--- src/rtl/apb4_rr_arbiter.sv ---
// Round-robin arbiter that shares one APB4 master port among NUM_REQ single-beat requesters.
// One transfer in flight at a time; a programmable timeout aborts hung ACCESS phases.
module apb4_rr_arbiter #(
  parameter int NUM_REQ        = 4,
  parameter int ADDR_WIDTH     = 16,
  parameter int DATA_WIDTH     = 32,
  parameter int TIMEOUT_CYCLES = 255
) (
  input  logic                            clk,
  input  logic                            rst_n,
  input  logic [NUM_REQ-1:0]              req_valid,
  output logic [NUM_REQ-1:0]              req_ready,
  input  logic [NUM_REQ*ADDR_WIDTH-1:0]   req_addr,
  input  logic [NUM_REQ-1:0]              req_write,
  input  logic [NUM_REQ*DATA_WIDTH-1:0]   req_wdata,
  input  logic [NUM_REQ*DATA_WIDTH/8-1:0] req_strb,
  output logic [NUM_REQ-1:0]              rsp_valid,
  output logic [DATA_WIDTH-1:0]           rsp_rdata,
  output logic                            rsp_err,
  output logic                            timeout_evt,
  output logic [$clog2(NUM_REQ)-1:0]      grant_id,
  output logic [ADDR_WIDTH-1:0]           paddr,
  output logic                            pwrite,
  output logic [DATA_WIDTH-1:0]           pwdata,
  output logic [DATA_WIDTH/8-1:0]         pstrb,
  output logic                            psel,
  output logic                            penable,
  input  logic [DATA_WIDTH-1:0]           prdata,
  input  logic                            pready,
  input  logic                            pslverr
);

  localparam int IW     = $clog2(NUM_REQ);
  localparam int SW     = DATA_WIDTH / 8;
  localparam int TW     = (TIMEOUT_CYCLES > 0) ? $clog2(TIMEOUT_CYCLES + 1) : 1;
  localparam int TLIM_I = (TIMEOUT_CYCLES > 0) ? TIMEOUT_CYCLES - 1 : 0;
  localparam logic          TO_EN   = (TIMEOUT_CYCLES > 0);
  localparam logic [TW-1:0] TLIM    = TW'(TLIM_I);
  localparam logic [TW-1:0] TMAX    = {TW{1'b1}};
  localparam logic [NUM_REQ-1:0] ONE_REQ = {{(NUM_REQ-1){1'b0}}, 1'b1};

  typedef enum logic [1:0] {S_IDLE, S_SETUP, S_ACCESS, S_RESP} state_t;

  state_t r_state, w_state_nxt;
  logic [IW-1:0]         r_ptr, r_grant, w_winner, w_idx, w_next_ptr;
  logic                  w_found, w_accept, w_done, w_timeout;
  logic [ADDR_WIDTH-1:0] r_paddr, w_sel_addr;
  logic [DATA_WIDTH-1:0] r_pwdata, w_sel_wdata, r_rsp_rdata;
  logic [SW-1:0]         r_pstrb, w_sel_strb;
  logic                  r_pwrite, w_sel_write;
  logic                  r_psel, r_penable, r_rsp_err, r_timeout_evt;
  logic [NUM_REQ-1:0]    r_rsp_valid;
  logic [TW-1:0]         r_tcnt;

  // Winner search: scanning offsets downward lets the smallest offset from ptr win.
  always_comb begin
    w_winner = r_ptr;
    w_found  = 1'b0;
    w_idx    = {IW{1'b0}};
    for (int k = NUM_REQ - 1; k >= 0; k--) begin
      w_idx    = IW'((int'(r_ptr) + k) % NUM_REQ);
      w_found  = w_found | req_valid[w_idx];
      w_winner = req_valid[w_idx] ? w_idx : w_winner;
    end
  end

  // Command mux selecting the winning requester's slice.
  always_comb begin
    w_sel_addr  = {ADDR_WIDTH{1'b0}};
    w_sel_wdata = {DATA_WIDTH{1'b0}};
    w_sel_strb  = {SW{1'b0}};
    w_sel_write = 1'b0;
    for (int i = 0; i < NUM_REQ; i++) begin
      w_sel_addr  = (w_winner == IW'(i)) ? req_addr[i*ADDR_WIDTH +: ADDR_WIDTH] : w_sel_addr;
      w_sel_wdata = (w_winner == IW'(i)) ? req_wdata[i*DATA_WIDTH +: DATA_WIDTH] : w_sel_wdata;
      w_sel_strb  = (w_winner == IW'(i)) ? req_strb[i*SW +: SW] : w_sel_strb;
      w_sel_write = (w_winner == IW'(i)) ? req_write[i] : w_sel_write;
    end
  end

  assign w_accept   = (r_state == S_IDLE) & w_found;
  assign w_next_ptr = IW'((int'(w_winner) + 1) % NUM_REQ);
  assign req_ready  = w_accept ? (ONE_REQ << w_winner) : {NUM_REQ{1'b0}};
  assign w_done     = (r_state == S_ACCESS) & pready;
  // r_tcnt counts completed ACCESS cycles, so TLIM marks the last permitted one.
  assign w_timeout  = TO_EN & (r_state == S_ACCESS) & ~pready & (r_tcnt == TLIM);

  // Next-state logic.
  always_comb begin
    w_state_nxt = r_state;
    case (r_state)
      S_IDLE: begin
        if (w_found) w_state_nxt = S_SETUP;
        else         w_state_nxt = S_IDLE;
      end
      S_SETUP: w_state_nxt = S_ACCESS;
      S_ACCESS: begin
        if (pready || w_timeout) w_state_nxt = S_RESP;
        else                     w_state_nxt = S_ACCESS;
      end
      S_RESP:  w_state_nxt = S_IDLE;
      default: w_state_nxt = S_IDLE;
    endcase
  end

  // State, round-robin pointer and grant index.
  always_ff @(posedge clk or negedge rst_n) begin
    if (!rst_n) begin
      r_state <= S_IDLE;
      r_ptr   <= {IW{1'b0}};
      r_grant <= {IW{1'b0}};
    end else begin
      r_state <= w_state_nxt;
      if (w_accept) begin
        r_ptr   <= w_next_ptr;
        r_grant <= w_winner;
      end
    end
  end

  // Command latch; reads never drive strobes.
  always_ff @(posedge clk or negedge rst_n) begin
    if (!rst_n) begin
      r_paddr  <= {ADDR_WIDTH{1'b0}};
      r_pwrite <= 1'b0;
      r_pwdata <= {DATA_WIDTH{1'b0}};
      r_pstrb  <= {SW{1'b0}};
    end else if (w_accept) begin
      r_paddr  <= w_sel_addr;
      r_pwrite <= w_sel_write;
      r_pwdata <= w_sel_wdata;
      r_pstrb  <= w_sel_write ? w_sel_strb : {SW{1'b0}};
    end
  end

  // APB phase controls follow the next state so they are glitch-free flops.
  always_ff @(posedge clk or negedge rst_n) begin
    if (!rst_n) begin
      r_psel    <= 1'b0;
      r_penable <= 1'b0;
    end else begin
      r_psel    <= (w_state_nxt == S_SETUP) | (w_state_nxt == S_ACCESS);
      r_penable <= (w_state_nxt == S_ACCESS);
    end
  end

  // ACCESS-cycle counter; saturates instead of wrapping.
  always_ff @(posedge clk or negedge rst_n) begin
    if (!rst_n) begin
      r_tcnt <= {TW{1'b0}};
    end else if (r_state == S_SETUP) begin
      r_tcnt <= {TW{1'b0}};
    end else if ((r_state == S_ACCESS) && (r_tcnt != TMAX)) begin
      r_tcnt <= r_tcnt + TW'(1'b1);
    end
  end

  // Response capture and completion pulse.
  always_ff @(posedge clk or negedge rst_n) begin
    if (!rst_n) begin
      r_rsp_valid   <= {NUM_REQ{1'b0}};
      r_rsp_rdata   <= {DATA_WIDTH{1'b0}};
      r_rsp_err     <= 1'b0;
      r_timeout_evt <= 1'b0;
    end else begin
      r_rsp_valid   <= (w_state_nxt == S_RESP) ? (ONE_REQ << r_grant) : {NUM_REQ{1'b0}};
      r_timeout_evt <= w_timeout;
      if (w_done) begin
        r_rsp_rdata <= r_pwrite ? {DATA_WIDTH{1'b0}} : prdata;
        r_rsp_err   <= pslverr;
      end else if (w_timeout) begin
        r_rsp_rdata <= {DATA_WIDTH{1'b0}};
        r_rsp_err   <= 1'b1;
      end
    end
  end

  assign paddr       = r_paddr;
  assign pwrite      = r_pwrite;
  assign pwdata      = r_pwdata;
  assign pstrb       = r_pstrb;
  assign psel        = r_psel;
  assign penable     = r_penable;
  assign rsp_valid   = r_rsp_valid;
  assign rsp_rdata   = r_rsp_rdata;
  assign rsp_err     = r_rsp_err;
  assign timeout_evt = r_timeout_evt;
  assign grant_id    = r_grant;

endmodule

--- config.mk ---
export PLATFORM = sky130hd
export DESIGN_NAME = apb4_rr_arbiter
export DESIGN_NICKNAME = d
export VERILOG_FILES = /design/src/rtl/apb4_rr_arbiter.sv
export SDC_FILE = /design/constraint.sdc
export NUM_CORES = 1
export LEC_CHECK = 0
export BUFFER_PORTS_ARGS = -buffer_cell sky130_fd_sc_hd__buf_2
export CORE_AREA = 2 2 135 137
export CTS_BUF_LIST = sky130_fd_sc_hd__clkbuf_4
export CTS_CLUSTER_DIAMETER = 50
export DETAILED_ROUTE_END_ITERATION = 6
export DIE_AREA = 0 0 137 139
export PLACE_DENSITY = 0.69
export SLEW_MARGIN = 20
export SYNTH_ARGS = -nofsm -noshare
export SYNTH_HDL_FRONTEND = slang
export SYNTH_SLANG_ARGS = --single-unit
--- constraint.sdc ---
create_clock -name clk -period 2.55 [get_ports clk]
set_input_delay 0 -clock clk [delete_from_list [all_inputs] [get_ports clk]]
set_output_delay 0 -clock clk [all_outputs]
set_load 0.02 [all_outputs]
==> results.py, run 1 <==
metrics = {
    "outcome": {
        "status": "complete, no violations",
    },
    "yosys": {
        "synth_fa_ha_area_frac": 0.0261,
        "synth_cell_types": 38,
        "synth-seq-cells": 107,
        "synth_area_leader_cell": "dfrtp_1",
        "yosys.area_share.simple": 0.0828,
        "ys_seq_area_frac": 0.465,
        "synth_top_family_by_area": "compound AO/OA/AOI/OAI gates",
        "ys_dominant_reg_cell": "dfrtp_1",
        "synth_compound_area_frac": 0.329,
        "synth-edff-count": 0,
        "synthTopCellsByArea": "dfrtp_1 (47%), a21oi_1 (9.0%), a211o_1 (7.5%)",
        "synth_nets": 879,
        "synth_mux_area_frac": 0.00196,
        "syn_area_per_cell_sq_um": 9.36,
        "ys.warnings.count": 0,
        "syn-cell-area_sq_mm": 0.00576,
        "syn_inst": 615,
        "synth-xor-area-share": 0.00304,
        "async_flop_share": 1.00,
        "synth_top_area_frac": 0.465,
    },
    "grt": {
        "grt_pass1_vias": 6709,
        "grt_use_total": 0.236,
        "grt_max_degree": 67,
        "grt_antenna_before_repair": 3,
        "grt_overflow": 0,
        "grt_pass1_wl_mm": 35.0,
    },
    "die": {
        "initial_core_util": 0.326,
        "rows": 49,
        "dieArea_sq_mm": 0.0190,
        "die_h_um": 139,
        "boundaryPins": 351,
        "core_sq_mm": 0.0177,
        "die_w_um": 137,
    },
    "clock_tree": {
        "cts_buffers": 9,
        "cts-root-buf": "clkbuf_4",
        "clockBufferDepth": 2,
        "cts_tree": "built",
        "clkTransAtPathRegs_ns": 0.18,
        "ctsHtreeMaxLevel": 3,
        "clk_latency_ns": 0.48,
        "clock_sinks": 107,
    },
    "detailed_routing": {
        "drcViolationCount": 0,
        "drt-total-wl_mm": 23.5,
        "drt_pass1_iterations": 5,
        "via_per_inst": 5.20,
        "ant_nets": 0,
        "drt_iter0_drc": 338,
        "wl_per_cell_um": 17.8,
        "vias": 6862,
    },
    "worst_setup_path": {
        "cpLargestDelayFamily": "compound AO/OA/AOI/OAI gates",
        "cpMostUsedCell": "o21ai_0",
        "arrival_ns": 2.79,
        "cp_num_buf_inv": 2,
        "slowest_delay_ns": 0.44,
        "worst_ep_required_time_ns": 2.92,
        "crit_fanout": 28,
        "crit_slowest_cell": "dfrtp_1",
        "end_kind": "flop",
        "cp-start-kind": "flop",
        "worstSetupPathType": "reg -> reg",
        "worstPathCellList": "nor2b_1 > o21ai_0 > o211ai_1 > buf_4 > ha_1 > nor2b_4 > buf_12 > a221o_1 > a22oi_2 > o21ai_0",
    },
    "power": {
        "p_sw_frac": 0.480,
        "power_density_mw_per_mm2": 1070,
        "p_int_w": 0.00522,
        "clkPwrFrac": 0.087,
        "ir_drop_v": 0.000591,
        "p_comb_frac": 0.623,
        "power_switching_w": 0.00482,
        "seq_power_share": 0.291,
        "cellLeakagePower_nw": 4.79,
    },
    "sta": {
        "finalHoldViolCount": 0,
        "slew_headroom": 0.380,
        "setup_tns_ns": 0,
        "worstMarginPinSlew_ns": 0.930,
        "fmax_mhz": 414,
        "worst_hold_slack_ns": 0.0506,
        "layout_min_cycle_time_ns": 2.41,
        "finalMaxSlewViolations": 0,
        "rsz0062_at_grt": "false",
        "post-route-period-util": 0.947,
        "setup-violations-final": 0,
        "skew_ns": 0.0195,
    },
    "final_layout": {
        "fin_area_sq_mm": 0.00940,
        "regArea_sq_mm": 0.00268,
        "layout.nets": 1348,
        "syn2layout_area_growth_pct": 63.3,
        "drive_gt1_frac": 0.365,
        "mostFrequentLayoutCell": "buf_2",
        "fillCellCount": 1583,
        "mostFrequentLayoutCells": "buf_2 (349), dlygate4sd3_1 (147), dfrtp_1 (107)",
        "multi_input_area_sq_mm": 0.00261,
        "finalNonFillerCells": 1319,
    },
    "placement": {
        "place_congestion": 0.835,
        "place_area_sq_mm": 0.00775,
        "place_hpwl_mm": 15.7,
        "dp_cells": 1154,
        "portBuffers": 350,
    },
    "worst_hold_path": {
        "min_path_type": "in -> reg",
    },
    "run": {
        "maxCapViolCount": 0,
    },
}
==> logic make-up after synthesis <==
family	Yosys count
DFF	107
and+or+nand+nor	106
adders and majority gates	12
muxes	1
xor gates and xnor gates	2
AOI/OAI and AO/OA	267
buffers and inverters	120
==> metrics by stage <==
step                total power, W  setup WS, ns  utilization
floorplan                  0.00695         0.295            -
finish                      0.0100         0.136        0.532
global route                0.0108        0.0139        0.532
detailed placement         0.00891        -0.133        0.439
CTS                         0.0100        0.0431        0.531
global placement           0.00879       -0.0635        0.439
==> worst register-to-register path, cell delays in order, from the launching register on <==
cell      delay (ns)
dfrtp_1         0.44
nor2b_1         0.08
o21ai_0         0.16
o211ai_1        0.13
buf_4           0.17
ha_1            0.22
nor2b_4         0.15
buf_12          0.16
a221o_1         0.35
a22oi_2         0.29
o21ai_0         0.14
==> final timing paths <==
check / startpoint / slack, ns / depth (start not counted) / end
min: req_write[0] / 0.05 / 5 / pwrite$_DFFE_PN0P_
max in group asynchronous: rst_n / 1.70 / 3 / rsp_rdata[22]$_DFFE_PN0P_
min in group asynchronous: rst_n / 0.14 / 2 / rsp_valid[1]$_DFF_PN0_
min reg2reg: pstrb[3]$_DFFE_PN0P_ / 0.50 / 2 / pstrb[3]$_DFFE_PN0P_
max reg2reg: r_ptr[0]$_DFFE_PN0P_ / 0.14 / 10 / pstrb[1]$_DFFE_PN0P_
max: r_ptr[0]$_DFFE_PN0P_ / 0.14 / 10 / pstrb[1]$_DFFE_PN0P_
==> power groups by stage <==
stage | combinational (W) | sequential (W) | clock, W
3_5_place_dp | 0.00598 | 0.00293 | 0
3_3_place_gp | 0.00587 | 0.00292 | 0
4_1_cts | 0.00619 | 0.00290 | 0.000909
6_report | 0.00625 | 0.00292 | 0.000869
5_1_grt | 0.00678 | 0.00301 | 0.000964
2_1_floorplan | 0.00320 | 0.00375 | 0
==> repair_timing <==
item | in CTS | in global routing
endpoints found under the hold margin | 153 | 0
resized for setup | 3 | 4
cloned | 0 | 0
buffers inserted | 0 | 1
pin swaps | 1 | 2
endpoints found under the setup margin | 2 | 2
hold buffers | 147 | 0
==> state kept, by name, indices dropped and copies added, names as in the netlist <==
signal       cells
grant_id         2
paddr           16
penable          1
psel             1
pstrb            4
pwdata          32
pwrite           1
r_ptr            2
r_state          2
r_tcnt           8
rsp_err          1
rsp_rdata       32
rsp_valid        4
timeout_evt      1
==> synth_stat cells (10+ instances only) <==
| cell | n |
|---|---|
| a22o_1 | 32 |
| dfrtp_1 | 107 |
| a21oi_1 | 103 |
| o21ai_0 | 10 |
| a211o_1 | 49 |
| buf_2 | 13 |
| a221oi_1 | 48 |
| ha_1 | 12 |
| nor2_1 | 59 |
| clkbuf_1 | 28 |
| inv_1 | 64 |
| nand2_1 | 19 |
==> routing by layer <==
layer | track usage | share of wire | routed length, um | up-vias
met2 | 0.421 | 0.50 | 11900 | 379
met4 | 0.0998 | 0.036 | 848 | 2
met5 | 0 | 0.00055 | 13 | -
met1 | 0.265 | 0.37 | 8760 | 3241
li1 | - | - | - | 3176
met3 | 0.0552 | 0.087 | 2040 | 64
==> area by class of cell <==
| class | count | share of cell area |
|---|---|---|
| antenna | 1 | 0.000266 |
| clock buffer | 10 | 0.00799 |
| clock inverter | 6 | 0.00652 |
| inverter | 64 | 0.0256 |
| multi-input combinational | 388 | 0.277 |
| sequential | 107 | 0.285 |
| tap | 229 | 0.0305 |
| timing repair buffer | 514 | 0.367 |
Power figures use the tool's default switching activity.
==> run 2: changes to the inputs <==
clock period = 2.73 ns   (was 2.55 ns; I/O delays follow)
==> results.py, run 2 (synthesis results as in run 1) <==
metrics = {
    "worst_setup_path": {
        "worstSetupPathType": "reg -> out",
        "slowest_delay_ns": 0.45,
        "crit_fanout": 22,
        "crit_slowest_cell": "dfrtp_1",
        "worst_ep_required_time_ns": 2.73,
        "r2r_setup_slack_ns": 0.28,
        "cp-start-kind": "flop",
        "rr_startpoint": "r_ptr[0]$_DFFE_PN0P_",
        "end_kind": "output pin",
        "arrival_ns": 2.53,
        "crit_start": "r_ptr[0]$_DFFE_PN0P_",
        "worstPathCellList": "nor2b_1 > o21ai_0 > o211ai_1 > inv_1 > ha_4 > buf_4 > and3_1 > buf_2",
    },
    "grt": {
        "grt_overflow": 0,
        "grt_max_degree": 59,
        "grt_use_total": 0.239,
        "grt_pass1_wl_mm": 35.2,
        "grt_pass1_vias": 6943,
        "grt_antenna_before_repair": 4,
    },
    "clock_tree": {
        "cts_buffers": 9,
        "cts_tree": "built",
        "clkTransAtPathRegs_ns": 0.19,
        "ctsHtreeMaxLevel": 3,
        "clockBufferDepth": 2,
        "cts-root-buf": "clkbuf_4",
        "clock_sinks": 107,
        "clk_latency_ns": 0.49,
        "postCtsSetupBuffers": 0,
    },
    "final_layout": {
        "drive_gt1_frac": 0.364,
        "fillCellCount": 1580,
        "syn2layout_area_growth_pct": 62.2,
        "fin_area_sq_mm": 0.00934,
        "final_core_util": 0.529,
        "finalNonFillerCells": 1320,
        "mostFrequentLayoutCells": "buf_2 (349), dlygate4sd3_1 (146), dfrtp_1 (107)",
        "layout.nets": 1347,
        "mostFrequentLayoutCell": "buf_2",
    },
    "sta": {
        "finalHoldViolCount": 0,
        "finalMaxSlewViolations": 0,
        "post-route-period-util": 0.926,
        "fmax_mhz": 396,
        "slew_headroom": 0.591,
        "layout_min_cycle_time_ns": 2.53,
        "setup_tns_ns": 0,
        "rsz0062_at_grt": "false",
        "skew_ns": 0.0234,
        "setup-violations-final": 0,
        "worstMarginPinSlew_ns": 0.614,
    },
    "power": {
        "cellLeakagePower_nw": 4.78,
        "power_density_mw_per_mm2": 995,
        "ir_drop_v": 0.000495,
    },
    "die": {
        "die_h_um": 139,
        "initial_core_util": 0.326,
        "dieArea_sq_mm": 0.0190,
        "boundaryPins": 351,
        "die_w_um": 137,
        "core_sq_mm": 0.0177,
        "rows": 49,
    },
    "placement": {
        "dp_cells": 1155,
        "portBuffers": 350,
        "place_hpwl_mm": 15.9,
        "place_area_sq_mm": 0.00771,
        "place_congestion": 0.820,
    },
    "worst_hold_path": {
        "min_path_type": "in -> reg",
        "worstHoldStart": "req_strb[5]",
    },
    "detailed_routing": {
        "ant_nets": 0,
        "via_per_inst": 5.21,
        "wl_per_cell_um": 17.9,
        "drcViolationCount": 0,
        "drt_pass1_iterations": 5,
        "drt-total-wl_mm": 23.6,
        "drt_iter0_drc": 288,
        "vias": 6883,
    },
    "outcome": {
        "status": "complete, no violations",
    },
    "run": {
        "maxCapViolCount": 0,
    },
}
run 2: cell count changes in the layout (fill, tap and decap cells not counted), moves of 2 or more:
cell / previous run / this run
buf_12: 7 / 3
buf_4: 9 / 15
diode_2: 1 / 3
clkinv_4: 3 / 0
clkinv_2: 0 / 2
run 2: power breakdown:
part	internal (W)	total, W	switching (W)
clock network	0.000286	0.000867	0.000581
logic	0.00229	0.00569	0.00341
registers	0.00231	0.00273	0.000422
total	0.00488	0.00929	0.00441
run 2: worst max-delay path: cells and delay by family (launching register included):
| family | cells | cell delay (ns) |
|---|---|---|
| buffers and inverters | 3 | 0.71 |
| DFF | 1 | 0.45 |
| and+or+nand+nor | 2 | 0.32 |
| AOI/OAI and AO/OA | 2 | 0.30 |
| adders and majority gates | 1 | 0.27 |
run 2: routing by layer:
layer / vias to the layer above / global-route usage / share of wire
met1: 3231 / 0.265 / 0.38
met2: 398 / 0.417 / 0.50
met5: - / 0 / 0.00055
li1: 3179 / - / -
met3: 73 / 0.0614 / 0.081
met4: 2 / 0.121 / 0.040
run 2: final timing paths:
kind                                        endpoint  cells past startpoint
max                                     req_ready[1]                      8
min                             pstrb[1]$_DFFE_PN0P_                      4
max reg2reg                     pstrb[1]$_DFFE_PN0P_                     10
min reg2reg                     pstrb[3]$_DFFE_PN0P_                      2
max in group asynchronous      pwdata[9]$_DFFE_PN0P_                      3
min in group asynchronous  rsp_rdata[26]$_DFFE_PN0P_                      2
run 2: what timing repair did:
action,CTS,global route
pin swaps,0,0
hold buffers,146,0
setup endpoints to repair,1,22
gates resized for setup,1,1
gates cloned,0,0
endpoints found under the hold margin,134,0
run 2: per-stage QoR:
step / setup WS (ns) / hold WS (ns) / total power, W
after detailed placement: 0.0635 / 0.0499 / 0.00825
after CTS: 0.0418 / 0.000680 / 0.00932
after global placement: 0.128 / 0.0493 / 0.00816
after global routing: 0.0376 / 0.0241 / 0.0100
final: 0.202 / 0.0134 / 0.00929
after floorplan: 0.475 / -0.296 / 0.00649
run 2: final cells by class:
class                           instances  area, sq um  area share
Antenna cell                            3         7.51    0.000804
Clock buffer                            9         67.6     0.00724
Clock inverter                          7         75.1     0.00804
Inverter                               64          240      0.0257
Multi-Input combinational cell        388         2600       0.279
Sequential cell                       107         2680       0.287
Tap cell                              229          287      0.0307
Timing Repair Buffer                  513         3380       0.362
